==> src/rtl/gcd_seg_display_pkg.sv <==
// Shared definitions for the GCD result display: converter states, blank pattern
// and the 7-segment decode table (segments {g,f,e,d,c,b,a}, active-low).
package gcd_seg_display_pkg;

  typedef enum logic {
    ST_IDLE = 1'b0,
    ST_CONV = 1'b1
  } conv_state_e;

  localparam logic [6:0] SEG_BLANK = 7'b1111111;

  // Codes 10..15 cannot come out of the converter and are shown blank
  function automatic logic [6:0] seg_decode(input logic [3:0] digit);
    logic [6:0] pattern;
    case (digit)
      4'd0:    pattern = 7'b1000000;
      4'd1:    pattern = 7'b1111001;
      4'd2:    pattern = 7'b0100100;
      4'd3:    pattern = 7'b0110000;
      4'd4:    pattern = 7'b0011001;
      4'd5:    pattern = 7'b0010010;
      4'd6:    pattern = 7'b0000010;
      4'd7:    pattern = 7'b1111000;
      4'd8:    pattern = 7'b0000000;
      4'd9:    pattern = 7'b0010000;
      default: pattern = SEG_BLANK;
    endcase
    return pattern;
  endfunction

endpackage

==> src/rtl/gcd_seg_display_bin2bcd8.sv <==
// Sequential double-dabble converter: 8-bit binary to 3-digit BCD, one shift per clock.
// A new conversion starts whenever the input differs from the last value captured.
module bin2bcd8
  import gcd_seg_display_pkg::*;
(
  input  logic        i_clk,
  input  logic        i_clr,
  input  logic [7:0]  i_bin_in,
  output logic [11:0] o_bcd_out,
  output logic        o_busy
);

  conv_state_e r_state;
  conv_state_e w_state_next;
  logic [7:0]  r_last_val;
  logic [7:0]  r_shreg;
  logic [11:0] r_work;
  logic [2:0]  r_bitcnt;
  logic [11:0] w_adj;
  logic [11:0] w_work_shift;
  logic [7:0]  w_sh_shift;
  logic        w_start;
  logic        w_last;

  always_comb begin
    w_adj = r_work;
    for (int i = 0; i < 3; i++) begin
      if (r_work[4*i +: 4] >= 4'd5) begin
        w_adj[4*i +: 4] = r_work[4*i +: 4] + 4'd3;
      end
    end
    {w_work_shift, w_sh_shift} = {w_adj[10:0], r_shreg, 1'b0};
  end

  assign w_start = (r_state == ST_IDLE) && (i_bin_in != r_last_val);
  assign w_last  = (r_state == ST_CONV) && (r_bitcnt == 3'd7);

  always_comb begin
    w_state_next = r_state;
    case (r_state)
      ST_IDLE: if (w_start) w_state_next = ST_CONV;
      ST_CONV: if (w_last)  w_state_next = ST_IDLE;
      default: w_state_next = ST_IDLE;
    endcase
  end

  always_ff @(posedge i_clk or posedge i_clr) begin
    if (i_clr) r_state <= ST_IDLE;
    else       r_state <= w_state_next;
  end

  // The result register is only written on the final shift, so it never shows a partial value
  always_ff @(posedge i_clk or posedge i_clr) begin
    if (i_clr) begin
      r_last_val <= 8'd0;
      r_shreg    <= 8'd0;
      r_work     <= 12'd0;
      r_bitcnt   <= 3'd0;
      o_bcd_out  <= 12'h000;
      o_busy     <= 1'b0;
    end else if (w_start) begin
      r_shreg    <= i_bin_in;
      r_last_val <= i_bin_in;
      r_work     <= 12'd0;
      r_bitcnt   <= 3'd0;
      o_busy     <= 1'b1;
    end else if (r_state == ST_CONV) begin
      r_work   <= w_work_shift;
      r_shreg  <= w_sh_shift;
      r_bitcnt <= r_bitcnt + 3'd1;
      if (w_last) begin
        o_bcd_out <= w_work_shift;
        o_busy    <= 1'b0;
      end
    end
  end

endmodule

==> src/rtl/gcd_seg_display.sv <==
// Shows the GCD core result in decimal on a 3-digit multiplexed 7-segment display.
// Optional leading-zero blanking is enabled with the GCD_DISP_LZB_EN macro.
module gcd_seg_display
  import gcd_seg_display_pkg::*;
#(
  parameter int SCAN_DIV = 50000
) (
  input  logic        i_clk,
  input  logic        i_clr,
  input  logic [7:0]  i_bin_in,
  output logic [6:0]  o_seg,
  output logic [3:0]  o_an,
  output logic [11:0] o_bcd_out,
  output logic        o_busy
);

  localparam int PW = (SCAN_DIV > 1) ? $clog2(SCAN_DIV) : 1;
  localparam logic [PW-1:0] PRESC_LAST = PW'(SCAN_DIV - 1);

  logic [PW-1:0] r_presc;
  logic [1:0]    r_digit_idx;
  logic [3:0]    w_nibble;
  logic [3:0]    w_an;
  logic          w_blank;
  logic [6:0]    w_seg;

  bin2bcd8 u_bin2bcd8 (
    .i_clk     (i_clk),
    .i_clr     (i_clr),
    .i_bin_in  (i_bin_in),
    .o_bcd_out (o_bcd_out),
    .o_busy    (o_busy)
  );

  always_ff @(posedge i_clk or posedge i_clr) begin
    if (i_clr) begin
      r_presc     <= '0;
      r_digit_idx <= 2'd0;
    end else if (r_presc == PRESC_LAST) begin
      r_presc     <= '0;
      r_digit_idx <= (r_digit_idx == 2'd2) ? 2'd0 : r_digit_idx + 2'd1;
    end else begin
      r_presc <= r_presc + PW'(1);
    end
  end

  // Blanked digits keep their anode active so the scan timing stays uniform
  always_comb begin
    w_nibble = 4'hF;
    w_an     = 4'b1111;
    w_blank  = 1'b0;
    case (r_digit_idx)
      2'd0: begin
        w_nibble = o_bcd_out[3:0];
        w_an     = 4'b1110;
      end
      2'd1: begin
        w_nibble = o_bcd_out[7:4];
        w_an     = 4'b1101;
`ifdef GCD_DISP_LZB_EN
        w_blank  = (o_bcd_out[11:4] == 8'h00);
`endif
      end
      2'd2: begin
        w_nibble = o_bcd_out[11:8];
        w_an     = 4'b1011;
`ifdef GCD_DISP_LZB_EN
        w_blank  = (o_bcd_out[11:8] == 4'h0);
`endif
      end
      default: begin
        w_nibble = 4'hF;
        w_an     = 4'b1111;
      end
    endcase
    w_seg = w_blank ? SEG_BLANK : seg_decode(w_nibble);
  end

  always_ff @(posedge i_clk or posedge i_clr) begin
    if (i_clr) begin
      o_an  <= 4'b1111;
      o_seg <= SEG_BLANK;
    end else begin
      o_an  <= w_an;
      o_seg <= w_seg;
    end
  end

endmodule

==> config.mk <==
export PLATFORM = sky130hd
export DESIGN_NAME = gcd_seg_display
export DESIGN_NICKNAME = d
export VERILOG_FILES = /design/src/rtl/gcd_seg_display_pkg.sv /design/src/rtl/gcd_seg_display_bin2bcd8.sv /design/src/rtl/gcd_seg_display.sv
export SDC_FILE = /design/constraint.sdc
export NUM_CORES = 1
export LEC_CHECK = 0
export ABC_AREA = 1
export CORE_ASPECT_RATIO = 0.9
export CORE_MARGIN = 4
export CORE_UTILIZATION = 59
export CTS_BUF_LIST = sky130_fd_sc_hd__clkbuf_8 sky130_fd_sc_hd__clkbuf_16
export CTS_CLUSTER_DIAMETER = 30
export DETAILED_ROUTE_END_ITERATION = 10
export GPL_TIMING_DRIVEN = 0
export PLACE_DENSITY = 0.82
export SETUP_SLACK_MARGIN = 0.3
export SYNTH_ARGS = -nofsm -noshare
export SYNTH_HDL_FRONTEND = slang
export SYNTH_SLANG_ARGS = --single-unit
export TNS_END_PERCENT = 1
==> constraint.sdc <==
create_clock -name i_clk -period 3.41 [get_ports i_clk]
set_input_delay 0.682 -clock i_clk [delete_from_list [all_inputs] [get_ports i_clk]]
set_output_delay 0.682 -clock i_clk [all_outputs]
set_load 0.05 [all_outputs]
==> results.json, run 1 <==
{
  "clockBufferDepth": 2,
  "p_seq_share_pct": 33.4,
  "hold_path.class": "register to register",
  "met3_usage_pct": 6.132,
  "tightestPinTransition_ps": 859.9,
  "synth_top_area_share_pct": 41.97,
  "synth.avg_cell_area_um2": 8.009,
  "place_congestion": 0.8651,
  "vdd_drop_max_v": 0.0006818,
  "worst-r2r-cell-count": 9,
  "via_count": 3092,
  "diodes": 0,
  "synth_adder_area_share_pct": 3.997,
  "dp.cells": 588,
  "hold_path_depth": 2,
  "start_util_pct": 61.09,
  "fp.dieH_um": 83.70,
  "p_switching_mw": 1.721,
  "grt-ovfl-total": 0,
  "drc": 0,
  "synth_xor_area_share_pct": 2.798,
  "intPower_mw": 2.418,
  "grt_use_met1_pct": 28.39,
  "synth-seq-cells": 73,
  "cts_tree": "yes",
  "worstSetupPathType": "register to primary output",
  "grt_pass1_vias": 2983,
  "grt.met2_usage_pct": 36.47,
  "drive_gt1_share_pct": 11.41,
  "netlist_area_um2": 3756,
  "yosysMostFrequentCell": "nand2_1",
  "ys_top_cells_by_area": "dfrtp_1, nand2_1, dfstp_2",
  "ys_types": 35,
  "power_frac_clock_pct": 21.5,
  "yosysTopAreaCell": "dfrtp_1",
  "top_level_ports": 34,
  "final_area_um2": 4454,
  "setup_viol": 0,
  "rsz0062_at_grt": "no",
  "wl_um": 7831,
  "hold_violations": 0,
  "holdPathEnd": "u_bin2bcd8.r_shreg[0]",
  "hpwl_um": 5574,
  "cts_hold_buf": 0,
  "drv_slew": 0,
  "synth_flop_cell": "dfrtp_1",
  "drt-pass1-iter-count": 4,
  "grt_max_degree": 74,
  "syn_inst": 469,
  "skew_ps": 12.33,
  "synth_common_cells": "nand2_1, inv_1, dfrtp_1",
  "drv_cap": 0,
  "synth_top_family_by_area": "simple AND/OR/NAND/NOR gates",
  "p_sw_share_pct": 41.58,
  "leakage_nw": 2.297,
  "synthMuxAreaShare_pct": 0,
  "final_cell_count_no_fill": 604,
  "placed_area_um2": 4188,
  "hold_start": "u_bin2bcd8.r_shreg[0]",
  "die_x_um": 92.11,
  "antenna_found_initial": 0,
  "crit_required_ps": 2730,
  "area_delta_synth_final_pct": 18.59,
  "critPathMaxStageDelay_ps": 790,
  "nets": 534,
  "arrival_ps": 1660,
  "busiest_layer": "met2",
  "grt_pass1_wl_um": 13560,
  "outcome": "finished, final reports clean",
  "endpoint_kind": "primary output",
  "synth_nets": 491,
  "clockRootBuffer": "clkbuf_8",
  "critical_path.max_fanout": 1,
  "min_period_ps": 2342,
  "dieArea_um2": 7709,
  "wl_per_cell_um": 12.97,
  "setup_slack_ps": 1068,
  "setup_tns_ps": 0,
  "combPwrFrac_pct": 45.1,
  "path_delay_family": "buffers and inverters",
  "final_util_pct": 72.45,
  "postCtsSetupBuffers": 0,
  "path_clk_slew_ps": 80,
  "first_iter_violations": 167,
  "timing.rr.start": "r_digit_idx[0]",
  "dp_slack_ps": 1141,
  "yosysWarnings": 0,
  "ant_nets": 0,
  "coreArea_um2": 6148,
  "path_buf_inv": 1,
  "r2r-end": "o_seg[3]",
  "relSlewSlack_pct": 42.68,
  "synth-compound-area-share_pct": 7.428,
  "track_usage_pct": 21.83,
  "cts_sinks": 73,
  "h-tree-depth": 3,
  "synth-async-reset-ratio_pct": 100.0,
  "synth_enable_flop_cells": 0,
  "r2r_setup_slack_ps": 1580,
  "synthSimpleGateAreaFrac_pct": 28.78,
  "cts_resized": 0,
  "portBuffers": 32,
  "viasPerCell": 5.119,
  "insertion_delay_ps": 350,
  "std_cell_rows": 27,
  "ys_seq_area_share_pct": 48.97,
  "worst_path_max_delay_cell": "clkdlybuf4s50_1",
  "power_density_nw_per_um2": 929.1,
  "cp-start-kind": "register",
  "cp_cell_sequence": "clkdlybuf4s50_1",
  "fmax_ghz": 0.4270,
  "numCtsBuffers": 9,
  "finalCritPeriodShare_pct": 68.69,
  "n_fill_cell": 478
}
## layout make-up
cell class                      count  area, um^2  share of cell area (%)
Tap cell                           87       108.9                   2.444
Clock buffer                       10       137.6                   3.090
Multi-Input combinational cell    320        1619                   36.35
Sequential cell                    73        1839                   41.29
Buffer                              7       38.79                  0.8708
Timing Repair Buffer               32       320.3                   7.191
Inverter                           69       261.5                   5.871
Clock inverter                      6       128.9                   2.893
## worst max path at each step
stage	startpoint	to	cells past startpoint
after CTS	o_seg[5]	o_seg[5]	1
after global routing	o_seg[2]	o_seg[2]	1
after global placement	i_clr	r_presc[15]	2
after floorplan	i_clr	r_digit_idx[0]	1
final	o_seg[2]	o_seg[2]	1
after detailed placement	i_bin_in[7]	u_bin2bcd8.r_work[2]	10
## flip-flops by register name (all words and copies together), names as in the netlist
register / flops
u_bin2bcd8.r_shreg: 8
u_bin2bcd8.r_last_val: 8
u_bin2bcd8.r_work: 12
u_bin2bcd8.r_bitcnt: 3
o_seg: 7
r_presc: 16
u_bin2bcd8.o_busy: 1
u_bin2bcd8.o_bcd_out: 12
o_an: 3
r_digit_idx: 2
u_bin2bcd8.r_state: 1
## per-layer routing
layer	vias up	wire length, um
met4	0	106
met2	71	3926
met5	-	0
met3	13	339
met1	1467	3459
li1	1541	-
## placed cells by master (no fill, tap or decap), types with 2 or more instances in the layout
cell             count
dfstp_2             10
xor2_1              11
nand4_1              3
clkdlybuf4s50_1     32
nor3_1               5
a21oi_1              6
clkbuf_1             3
dfrtp_1             63
o21ai_0             23
inv_1               67
nor2_1              39
nand3_1             36
ha_1                12
nand2_1            149
o21ai_2              8
nand2_2              5
nor2_2               2
or2_2                8
clkinv_1             2
clkbuf_8            10
bufinv_16            4
## power groups by stage
stage	sequential (mW)	combinational, mW	clock [mW]
floorplan	1.74	0.992	0
global placement	1.38	1.78	0
detailed placement	1.40	1.85	0
CTS	1.38	1.88	0.900
global route	1.42	2.08	0.941
finish	1.38	1.86	0.890
## through the flow
step           hold WS (ps)  power [mW]
2_1_floorplan         442.2       2.734
3_3_place_gp          457.3       3.163
3_5_place_dp          467.3       3.247
4_1_cts               485.5       4.161
5_1_grt               510.3       4.440
6_report              482.7       4.139
## cell families (layout without fill, tap and decap cells)
family                   after synthesis  after routing
AO/OA/AOI/OAI                         43             43
XOR/XNOR                              12             12
adder cells (fa/ha/maj)               12             12
buffers and inverters                 76            124
flip-flops                            73             73
other                                  1              1
AND/OR/NAND/NOR                      252            252
No activity file was read; power rests on OpenSTA's default activity.
==> inputs of run 2 (changes only) <==
--- a/config.mk
+++ b/config.mk
@@ -8,12 +8,12 @@
 export ABC_AREA = 1
 export CORE_ASPECT_RATIO = 0.9
 export CORE_MARGIN = 4
-export CORE_UTILIZATION = 59
+export CORE_UTILIZATION = 52
 export CTS_BUF_LIST = sky130_fd_sc_hd__clkbuf_8 sky130_fd_sc_hd__clkbuf_16
 export CTS_CLUSTER_DIAMETER = 30
 export DETAILED_ROUTE_END_ITERATION = 10
 export GPL_TIMING_DRIVEN = 0
-export PLACE_DENSITY = 0.82
+export PLACE_DENSITY = 0.77
 export SETUP_SLACK_MARGIN = 0.3
 export SYNTH_ARGS = -nofsm -noshare
 export SYNTH_HDL_FRONTEND = slang
==> constraint.sdc (replaced) <==
create_clock -name i_clk -period 1.9 [get_ports i_clk]
set_input_delay 0.38 -clock i_clk [delete_from_list [all_inputs] [get_ports i_clk]]
set_output_delay 0.38 -clock i_clk [all_outputs]
set_load 0.05 [all_outputs]
==> run 2 against run 1 <==
Compared with the run above: die area rose by 12%; routed wire length rose by 0.72%; core utilization decreased by 6.6 points; highest routed layer unchanged; register-to-register slack worse by 1300 ps; critical endpoint is now o_bcd_out[8]; cell count is 4.1% higher; via count rose by 2.1%; combinational power is 82% higher.
==> results.json, run 2 (synthesis results as in run 1) <==
{
  "die_x_um": 97.59,
  "power_density_nw_per_um2": 1545,
  "setup_viol": 0,
  "tightestPinTransition_ps": 740.2,
  "wl_per_cell_um": 12.54,
  "worst_path_max_delay_cell": "dlygate4sd2_1",
  "cts_tree": "yes",
  "r2r-end": "o_seg[0]",
  "top_regs": "r_presc (16), u_bin2bcd8.o_bcd_out (12), u_bin2bcd8.r_work (12)",
  "worstSetupPathType": "register to primary output",
  "nets": 553,
  "cp_cell_sequence": "dlygate4sd2_1",
  "top_register": "r_presc",
  "layout_common_cells": "nand2_1, inv_1, dfrtp_1",
  "hold_path_depth": 1,
  "final_common_cell": "nand2_1",
  "critPathMaxStageDelay_ps": 540,
  "portBuffers": 32,
  "fp.dieH_um": 88.63,
  "drv_cap": 0,
  "hold_path.class": "register to register",
  "grt-ovfl-total": 0,
  "diodes": 0,
  "leakage_nw": 2.416,
  "vdd_drop_max_v": 0.0008513,
  "timing.rr.start": "r_digit_idx[0]",
  "relSlewSlack_pct": 50.55,
  "crit_path_start": "u_bin2bcd8.o_bcd_out[8]",
  "drive_gt1_share_pct": 19.59,
  "path_buf_inv": 1,
  "hpwl_um": 5606,
  "crit_required_ps": 1520,
  "setup_tns_ps": 0,
  "dieArea_um2": 8649,
  "skew_ps": 12.58,
  "dp_slack_ps": -93.61,
  "h-tree-depth": 3,
  "endpoint_kind": "primary output",
  "insertion_delay_ps": 350,
  "placed_area_um2": 4217,
  "grt_max_degree": 42,
  "holdPathEnd": "r_presc[0]",
  "antenna_found_initial": 0,
  "area_delta_synth_final_pct": 23.38,
  "worst-r2r-cell-count": 10,
  "first_iter_violations": 187,
  "drt-pass1-iter-count": 4,
  "place_congestion": 0.8645,
  "clockRootBuffer": "clkbuf_8",
  "fmax_ghz": 0.6072,
  "track_usage_pct": 19.44,
  "grt_pass1_wl_um": 13470,
  "path_clk_slew_ps": 80,
  "final_area_um2": 4634,
  "path_delay_family": "buffers and inverters",
  "critical_path.max_fanout": 3,
  "hold_violations": 0,
  "coreArea_um2": 7039,
  "drc": 0,
  "ant_nets": 0,
  "std_cell_rows": 29,
  "cts_hold_buf": 0,
  "min_period_ps": 1647,
  "drv_slew": 0,
  "setup_slack_ps": 253.0,
  "cp-start-kind": "register",
  "cts_sinks": 73,
  "wl_um": 7887,
  "top_level_ports": 34,
  "arrival_ps": 1270,
  "numCtsBuffers": 9,
  "whs_ps": 470.3,
  "rsz0062_at_grt": "yes",
  "start_util_pct": 53.36,
  "r2r_setup_slack_ps": 270,
  "outcome": "finished, final reports clean",
  "via_count": 3158,
  "grt_pass1_vias": 3006,
  "largest_register_ffs": 16,
  "power_mw": 7.161,
  "finalCritPeriodShare_pct": 86.68,
  "clockBufferDepth": 2,
  "hold_start": "r_presc[0]",
  "viasPerCell": 5.021
}
## run 2: per-layer routing
| metal | up-vias | global-route usage, % | share of wire [%] |
|---|---|---|---|
| met5 | - | 0 | 0 |
| met3 | 13 | 4.649 | 4.5 |
| li1 | 1585 | - | - |
| met2 | 83 | 32.36 | 48 |
| met4 | 0 | 7.547 | 1.7 |
| met1 | 1477 | 25.04 | 46 |
## run 2: area by class of cell
type	instances	area, um^2
plain buffers	7	40.04
flip-flops and latches	73	1842
well taps	93	116.4
clock inverters	7	88.84
clock buffers	9	123.9
multi-input cells	320	1682
fillers	555	2405
repair buffers	51	478.0
inverters	69	264.0
## run 2: worst register-to-register path: cells and delay by family, from the launching register on
kind | cells | cell delay, ps
and+or+nand+nor | 6 | 480
AOI/OAI and AO/OA | 1 | 170
DFF | 1 | 480
adders and majority gates | 1 | 180
buffers and inverters | 2 | 260
## run 2: worst max-delay path by stage
stage                                          end  slack, ps  depth (start not counted)
after floorplan                           o_seg[3]        240                          8
after global placement    u_bin2bcd8.o_bcd_out[10]       -160                          2
after detailed placement    u_bin2bcd8.r_bitcnt[1]        -90                         11
after CTS                             o_bcd_out[3]        210                          1
after global routing                    r_presc[1]        180                          9
final                                 o_bcd_out[8]        250                          1
## run 2: timing repair
item | 4_1_cts | 5_1_grt
pin swaps | 1 | 9
buffers inserted | 2 | 16
gates resized for setup | 47 | 30
setup endpoints to repair | 55 | 85
## run 2: power breakdown
group / leakage [nW] / switching (mW) / internal, mW
combinational: 1.41 / 2.22 / 1.17
sequential: 0.897 / 0.353 / 2.13
clock: 0.112 / 0.562 / 0.730
total: 2.42 / 3.13 / 4.03
## run 2: metrics by stage
step,cells,util [%]
global route,629,65.84
CTS,613,63.24
global placement,594,59.62
detailed placement,595,59.90
finish,629,65.84
floorplan,469,-
